$ cat config.mk
export PLATFORM = sky130hd
export DESIGN_NAME = mac_vec
export DESIGN_NICKNAME = d
export VERILOG_FILES = /design/src/rtl/mac_vec.sv
export SDC_FILE = /design/constraint.sdc
export NUM_CORES = 1
export LEC_CHECK = 0
export BUFFER_PORTS_ARGS = -buffer_cell sky130_fd_sc_hd__buf_4
export CORE_MARGIN = 4
export CORE_UTILIZATION = 56
export DETAILED_ROUTE_END_ITERATION = 8
export HOLD_SLACK_MARGIN = 0.02
export PLACE_DENSITY = 0.74
export SLEW_MARGIN = 10
export SYNTH_ARGS = -nofsm -noshare
export SYNTH_HDL_FRONTEND = slang
export SYNTH_SLANG_ARGS = --single-unit
$ cat constraint.sdc
create_clock -name clk -period 4.7 [get_ports clk]
set_input_delay 0.47 -clock clk [delete_from_list [all_inputs] [get_ports clk]]
set_output_delay 0.47 -clock clk [all_outputs]
set_load 0.1 [all_outputs]
$ cat src/rtl/mac_vec.sv
// Streaming signed multiply-accumulate: two skew-tolerant operand FIFOs feed a
// registered product stage, a VEC_LEN-element accumulator and a valid/ready result register.
module mac_vec #(
   parameter int DW         = 4,
   parameter int VEC_LEN    = 8,
   parameter int ACC_W      = 2*DW + $clog2(VEC_LEN),
   parameter int FIFO_DEPTH = 4,
   parameter bit SAT        = 1'b0
) (
   input  logic             clk,
   input  logic             reset,
   input  logic [DW-1:0]    in_a,
   input  logic             in_valid_a,
   output logic             in_ready_a,
   input  logic [DW-1:0]    in_b,
   input  logic             in_valid_b,
   output logic             in_ready_b,
   output logic [ACC_W-1:0] mac_out,
   output logic             out_valid,
   input  logic             out_ready,
   output logic             busy
);

   localparam int AW = $clog2(FIFO_DEPTH);
   localparam int CW = (VEC_LEN > 1) ? $clog2(VEC_LEN) : 1;

   logic [1:0][DW-1:0] w_in_data;
   logic [1:0][DW-1:0] w_rd_data;
   logic [1:0]         w_in_valid;
   logic [1:0]         w_full;
   logic [1:0]         w_empty;
   logic               w_pop;

   assign w_in_data  = {in_b, in_a};
   assign w_in_valid = {in_valid_b, in_valid_a};

   // Index 0 holds operand A, index 1 operand B; both FIFOs pop together.
   for (genvar s = 0; s < 2; s++) begin : g_fifo
      logic [DW-1:0] r_mem [FIFO_DEPTH];
      logic [AW:0]   r_wr_ptr;
      logic [AW:0]   r_rd_ptr;
      logic          w_push;

      assign w_full[s]    = (r_wr_ptr ^ r_rd_ptr) == {1'b1, {AW{1'b0}}};
      assign w_empty[s]   = (r_wr_ptr == r_rd_ptr);
      assign w_push       = w_in_valid[s] && !w_full[s];
      assign w_rd_data[s] = r_mem[r_rd_ptr[AW-1:0]];

      // NOTE: sequential state is updated with non-blocking assignments only, so
      // every always_ff reads the pre-edge values regardless of evaluation order.
      always_ff @(posedge clk) begin
         if (reset) begin
            r_wr_ptr <= '0;
            r_rd_ptr <= '0;
         end else begin
            if (w_push) r_wr_ptr <= r_wr_ptr + (AW+1)'(1);
            if (w_pop)  r_rd_ptr <= r_rd_ptr + (AW+1)'(1);
         end
      end

      // NOTE: storage is deliberately not reset; the pointers alone decide which
      // entries are live, and a reset memory would cost a mux per bit.
      always_ff @(posedge clk) begin
         if (w_push) r_mem[r_wr_ptr[AW-1:0]] <= w_in_data[s];
      end
   end

   assign in_ready_a = !w_full[0];
   assign in_ready_b = !w_full[1];

   logic signed [DW-1:0]    w_op_a;
   logic signed [DW-1:0]    w_op_b;
   logic signed [2*DW-1:0]  w_prod;
   logic signed [2*DW-1:0]  r_prod;
   logic                    r_prod_valid;
   logic [CW-1:0]           r_elem_cnt;
   logic signed [ACC_W-1:0] r_acc;
   logic signed [ACC_W-1:0] w_prod_ext;
   logic signed [ACC_W:0]   w_sum_wide;
   logic signed [ACC_W-1:0] w_acc_next;
   logic [ACC_W-1:0]        r_mac_out;
   logic                    r_out_valid;
   logic                    w_last;
   logic                    w_commit;

   assign w_op_a = w_rd_data[0];
   assign w_op_b = w_rd_data[1];
   assign w_prod = w_op_a * w_op_b;

   // Only the final commit of a vector waits for the result register to free up.
   assign w_last   = (r_elem_cnt == CW'(VEC_LEN - 1));
   assign w_commit = r_prod_valid && !(w_last && r_out_valid && !out_ready);
   assign w_pop    = !w_empty[0] && !w_empty[1] && (!r_prod_valid || w_commit);

   assign w_prod_ext = ACC_W'(r_prod);
   assign w_sum_wide = (ACC_W+1)'(r_acc) + (ACC_W+1)'(w_prod_ext);

   // NOTE: the default assignment first keeps this block free of inferred latches.
   always_comb begin
      w_acc_next = w_sum_wide[ACC_W-1:0];
      if (r_elem_cnt == '0) begin
         w_acc_next = w_prod_ext;
      end else if (SAT && (w_sum_wide[ACC_W] != w_sum_wide[ACC_W-1])) begin
         w_acc_next = w_sum_wide[ACC_W] ? {1'b1, {(ACC_W-1){1'b0}}}
                                        : {1'b0, {(ACC_W-1){1'b1}}};
      end
   end

   always_ff @(posedge clk) begin
      if (reset) begin
         r_prod_valid <= 1'b0;
         r_prod       <= '0;
         r_acc        <= '0;
         r_elem_cnt   <= '0;
         r_mac_out    <= '0;
         r_out_valid  <= 1'b0;
      end else begin
         if (w_pop) begin
            r_prod_valid <= 1'b1;
            r_prod       <= w_prod;
         end else if (w_commit) begin
            r_prod_valid <= 1'b0;
         end

         if (w_commit) begin
            if (w_last) begin
               r_mac_out  <= w_acc_next;
               r_elem_cnt <= '0;
            end else begin
               r_acc      <= w_acc_next;
               r_elem_cnt <= r_elem_cnt + CW'(1);
            end
         end

         if (w_commit && w_last) r_out_valid <= 1'b1;
         else if (out_ready)     r_out_valid <= 1'b0;
      end
   end

   assign mac_out   = r_mac_out;
   assign out_valid = r_out_valid;
   assign busy      = !w_empty[0] || !w_empty[1] || r_prod_valid || (r_elem_cnt != '0);

endmodule

Word level (Yosys, flattened, before mapping)
Memories as Yosys holds them, arrays and structs flattened. A register that Yosys moved wholly into a read port is not among the register bits.
Index checks and enable logic that the tools add are counted.

storage, ports and cells
  RAM bits = 32
  input port bits = 13
  register bits = 47
  memories kept = 2
  word-level logic and storage cells = 66
  output and inout bits = 15

cells by class
  bitwise operators = 3
  multiply operators = 1
  equality and inequality tests = 5
  add/sub/neg operators = 6
  multiplexer cells = 14
  reductions and logical operators = 25

memories
  memory           words  width  read ports  clocked after Yosys merged registers in  write ports  RTL line  text
  g_fifo[0].r_mem  4      4      1           1                                        1            39        logic [DW-1:0] r_mem [FIFO_DEPTH];
  g_fifo[1].r_mem  4      4      1           1                                        1            39

operators by type and width
  operator                                     number
  adder 3 x 1 -> 3 bit, second input constant  5
  adder 11 x 8 -> 11 bit                       1
  two-way mux 11 bit                           1
  equality test 3 bit, second input constant   3
  logical AND 1 bit                            8
  multiplier 4 x 4 -> 8 bit                    1
  two-way mux 1 bit                            8
  two-way mux 2 bit                            4
  logical NOT 1 bit                            7
  equality test 3 bit                          2
  bitwise XOR 3 bit                            2
  logical OR 1 bit                             4
  AND reduction 2 bit                          2
  nonzero test 2 bit                           2
  logical NOT 3 bit                            1
  two-way mux 3 bit                            1
  nonzero test 3 bit                           1
  inverter 1 bit                               1

Logic depth before layout (Yosys ltp)
  depth after elaboration = 9
  depth in mapped cells = 16
  mapped depth without buffers = 16

Worst setup path after synthesis
OpenSTA, ideal clock, no wires.

  path type = register to register
  start point = reg with a tool-made name
  end point = reg r_prod[7]
  period minus slack after synthesis = 4.118 ns
  stages on the path, launching flop included = 16
  setup slack = 0.582 ns
  path buffers = 0
  arrival time = 3.991 ns
  required time = 4.572 ns
  library setup time = 0.128 ns
  cell sequence = dfxtp_1 > mux4_2 > nand2b_1 > fa_1 > fa_1 > inv_1 > fa_1 > ha_1 > inv_1 > fa_1 > inv_1 > a21o_1 > a21oi_1 > xnor3_1 > mux2i_1 > nor2_1

RTL lines
  item                  RTL line  text
  to (signal assigned)  120       r_prod <= w_prod;
  to (decl)             74        logic signed [2*DW-1:0] r_prod;

==> impl_metrics.yaml <==
sta:
  fin_tns_setup_ns: 0
  grt_setup_unrepaired: "no"
  post-route-min-period_ns: 4.35
  timing.final.setup_violations: 0
  worst_rel_slew_slack_pct: 28.7
  final_clock_period_utilization_by_the_worst_path_pct: 92.5
  maxClockFrequency_ghz: 0.230
  worst_pin_slew_ns: 1.06
  fin_skew_ns: 0.00832
  finalHoldWorstSlack_ns: 0.306
  final_max_slew_viol_count: 0
  finalHoldViolCount: 0
placed_design:
  numPlacedInstances: 534
  gp_routability_congestion: 0.842
  port-buffer-count: 27
  detailed_place_hpwl_um: 5980
grt:
  grt_pass1_vias: 3029
  grt_pass1_wl_um: 14000
  groute.usage.overall_pct: 18.3
  antenna_found_initial: 0
  largest_net_degree_at_the_start_of_global_routing: 50
  grt_total_ovfl: 0
clock_tree:
  post_cts.resized_instances: 0
  tritoncts.num_buffers: 9
  cts-root-buf: "sky130_fd_sc_hd__clkbuf_8"
  number_of_setup_buffers_added_after_cts: 0
  clk_path_buf_depth: 2
  cts_hold_buffers_added: 0
  clock_tree_from_tritoncts: "done"
  clk_pin_slew_worst_paths_ns: 0.09
  tritoncts_num_sinks: 83
  cts.htree.levels: 3
  clkLatencyLatePin_ns: 0.36
power:
  pwr_density_cell_mw_per_mm2: 564
  power_leakage_uw: 0.00194
  ir_drop_v: 0.000436
synth:
  synth_warnings: 0
  syn_nets: 476
  syn-cell-area_mm2: 0.00443
  avgSynthCellArea_um2: 10.6
  asyncSetResetFlopFracSynth_pct: 0
  synth_seq_area_share_pct: 44.7
  most_used_flip_flop_cell_after_synthesis: "sky130_fd_sc_hd__dfxtp_1"
  count_of_flip_flops_with_a_built_in_enable_after_synthesis: 32
  yosys_register_bits: 83
  synthDistinctLibCells: 52
  syn_inst: 418
layout:
  area_growth_pct: 11.6
  final_common_cell: "sky130_fd_sc_hd__nor2_1"
  layout_cells_excl_fill: 550
  insertedDiodeCount: 0
  filler_cell_count: 614
  most-common-layout-cells: "sky130_fd_sc_hd__nor2_1, sky130_fd_sc_hd__dfxtp_1, sky130_fd_sc_hd__ha_1"
  layout-drive-gt1-share_pct: 13.8
  finish.net_count: 501
  post_layout_utilization_of_the_core_pct: 64.0
detailed_routing:
  drc: 0
  dr.pass1.iters: 4
  dr.first_iter.drc_count: 114
  vias_per_cell: 5.51
  postRouteWirelength_um: 8080
  wire_per_inst_um: 14.7
  dr_total_vias: 3028
  detail-route-antenna-nets: 0
critical_path:
  critical_path_peak_fanout: 4
  worst_ep_arrival_time_ns: 4.58
  worst-r2r-cell-count: 15
  crit_required_ns: 4.93
  cp-end-kind: "flop"
  path_class: "reg -> reg"
  setup.worst_path.end: "r_prod[7]"
  timing.reg2reg.setup_slack_ns: 0.35
  startpoint_type: "flop"
  critical_path.reg2reg.endpoint: "r_prod[7]"
floorplanning:
  dieWidth_um: 97.0
  pin_count: 28
  die_area_mm2: 0.00940
  fp-row-count: 32
  design.core.area_mm2: 0.00773
  die-height_um: 97.0
  initial_core_util_pct: 57.4
hold_path:
  min_path_type: "in -> reg"
status:
  result_of_the_run: "complete, no violations"
job:
  timing.max_cap.violations: 0
cells in the mapped netlist (5+ instances only):
| library cell | instances | area share [%] |
|---|---|---|
| sky130_fd_sc_hd__a211oi_1 | 16 | 2.7 |
| sky130_fd_sc_hd__a21oi_1 | 21 | 2.4 |
| sky130_fd_sc_hd__and2_1 | 8 | 1.1 |
| sky130_fd_sc_hd__and3_1 | 9 | 1.3 |
| sky130_fd_sc_hd__clkbuf_1 | 13 | 1.1 |
| sky130_fd_sc_hd__dfxtp_1 | 51 | 23 |
| sky130_fd_sc_hd__edfxtp_1 | 32 | 22 |
| sky130_fd_sc_hd__fa_1 | 10 | 4.5 |
| sky130_fd_sc_hd__ha_1 | 35 | 9.9 |
| sky130_fd_sc_hd__inv_1 | 24 | 2.0 |
| sky130_fd_sc_hd__mux2i_1 | 9 | 2.0 |
| sky130_fd_sc_hd__mux4_2 | 8 | 4.1 |
| sky130_fd_sc_hd__nand2_1 | 33 | 2.8 |
| sky130_fd_sc_hd__nand2b_1 | 6 | 0.85 |
| sky130_fd_sc_hd__nand3_1 | 9 | 1.0 |
| sky130_fd_sc_hd__nor2_1 | 53 | 4.5 |
| sky130_fd_sc_hd__nor2b_1 | 5 | 0.71 |
| sky130_fd_sc_hd__o21ai_0 | 5 | 0.56 |
| sky130_fd_sc_hd__xnor2_1 | 19 | 3.8 |
| sky130_fd_sc_hd__xor2_1 | 7 | 1.4 |
final cells by class:
class	count	area [µm²]	share of cell area, %
clock buffers	9	124	2.50
clock inverters	7	103	2.07
inverters	24	90.1	1.82
multi-input cells	296	2300	46.6
flip-flops and latches	83	1980	40.1
well taps	102	128	2.58
repair buffers	29	218	4.40
flip-flops by register name, summed over array words and instances, names as in the netlist, named ones only:
name	flops
r_prod	8
g_fifo.r_rd_ptr	6
r_prod_valid	1
mac_out	11
g_fifo.r_wr_ptr	6
g_fifo.r_mem	32
r_elem_cnt	3
out_valid	1
r_acc	11
stage by stage:
stage | power (µW) | cell area (µm²) | worst slack (ns)
finish | 2790 | 4950 | 0.351
global route | 3050 | 4950 | 0.0769
CTS | 2810 | 4950 | 0.332
detailed placement | 2220 | 4720 | 0.346
global placement | 2190 | 4720 | 0.465
floorplan | 1980 | 4430 | 0.582
critical path, cell delays in order (launching register included):
cell and delay (ns):
sky130_fd_sc_hd__dfxtp_1 0.47, sky130_fd_sc_hd__mux4_2 0.58, sky130_fd_sc_hd__nand2b_1 0.19, sky130_fd_sc_hd__fa_1 0.50, sky130_fd_sc_hd__fa_1 0.51, sky130_fd_sc_hd__inv_1 0.05, sky130_fd_sc_hd__fa_1 0.50, sky130_fd_sc_hd__ha_1 0.18
sky130_fd_sc_hd__inv_1 0.06, sky130_fd_sc_hd__fa_1 0.39, sky130_fd_sc_hd__inv_1 0.07, sky130_fd_sc_hd__a21o_1 0.11, sky130_fd_sc_hd__a21oi_1 0.08, sky130_fd_sc_hd__xnor3_1 0.34, sky130_fd_sc_hd__mux2i_1 0.14, sky130_fd_sc_hd__nor2_1 0.05
how the worst min path moves through the flow:
stage | from | end | cells after the start
floorplan | r_prod[0] | r_prod[0] | 2
global placement | r_elem_cnt[1] | r_elem_cnt[1] | 2
detailed placement | r_elem_cnt[1] | r_elem_cnt[1] | 2
CTS | in_b[0] | g_fifo[1].r_mem[1][0] | 1
global route | in_b[0] | g_fifo[1].r_mem[1][0] | 1
finish | in_b[0] | g_fifo[1].r_mem[3][0] | 1
where the power goes:
group          internal [µW]  switching, µW
combinational            572            702
sequential               835           95.7
clock                    307            279
routing by layer:
layer	vias to the layer above	global-route usage, %	wire length (µm)
li1	1517	-	-
met1	1454	24.1	3740
met2	51	30.2	3970
met3	6	4.40	317
met4	0	4.86	50
met5	-	0	0
logic make-up (layout without fill, tap and decap cells):
| group | Yosys count | count (layout) | synth area share (%) |
|---|---|---|---|
| and+or+nand+nor | 139 | 139 | 15.0 |
| DFF | 83 | 83 | 44.7 |
| AOI/OAI and AO/OA | 67 | 67 | 10.5 |
| adders and majority gates | 45 | 45 | 14.4 |
| buffers and inverters | 39 | 69 | 3.33 |
| xor gates and xnor gates | 27 | 27 | 5.64 |
| muxes | 18 | 18 | 6.35 |
(Power assumes the default switching activity.)
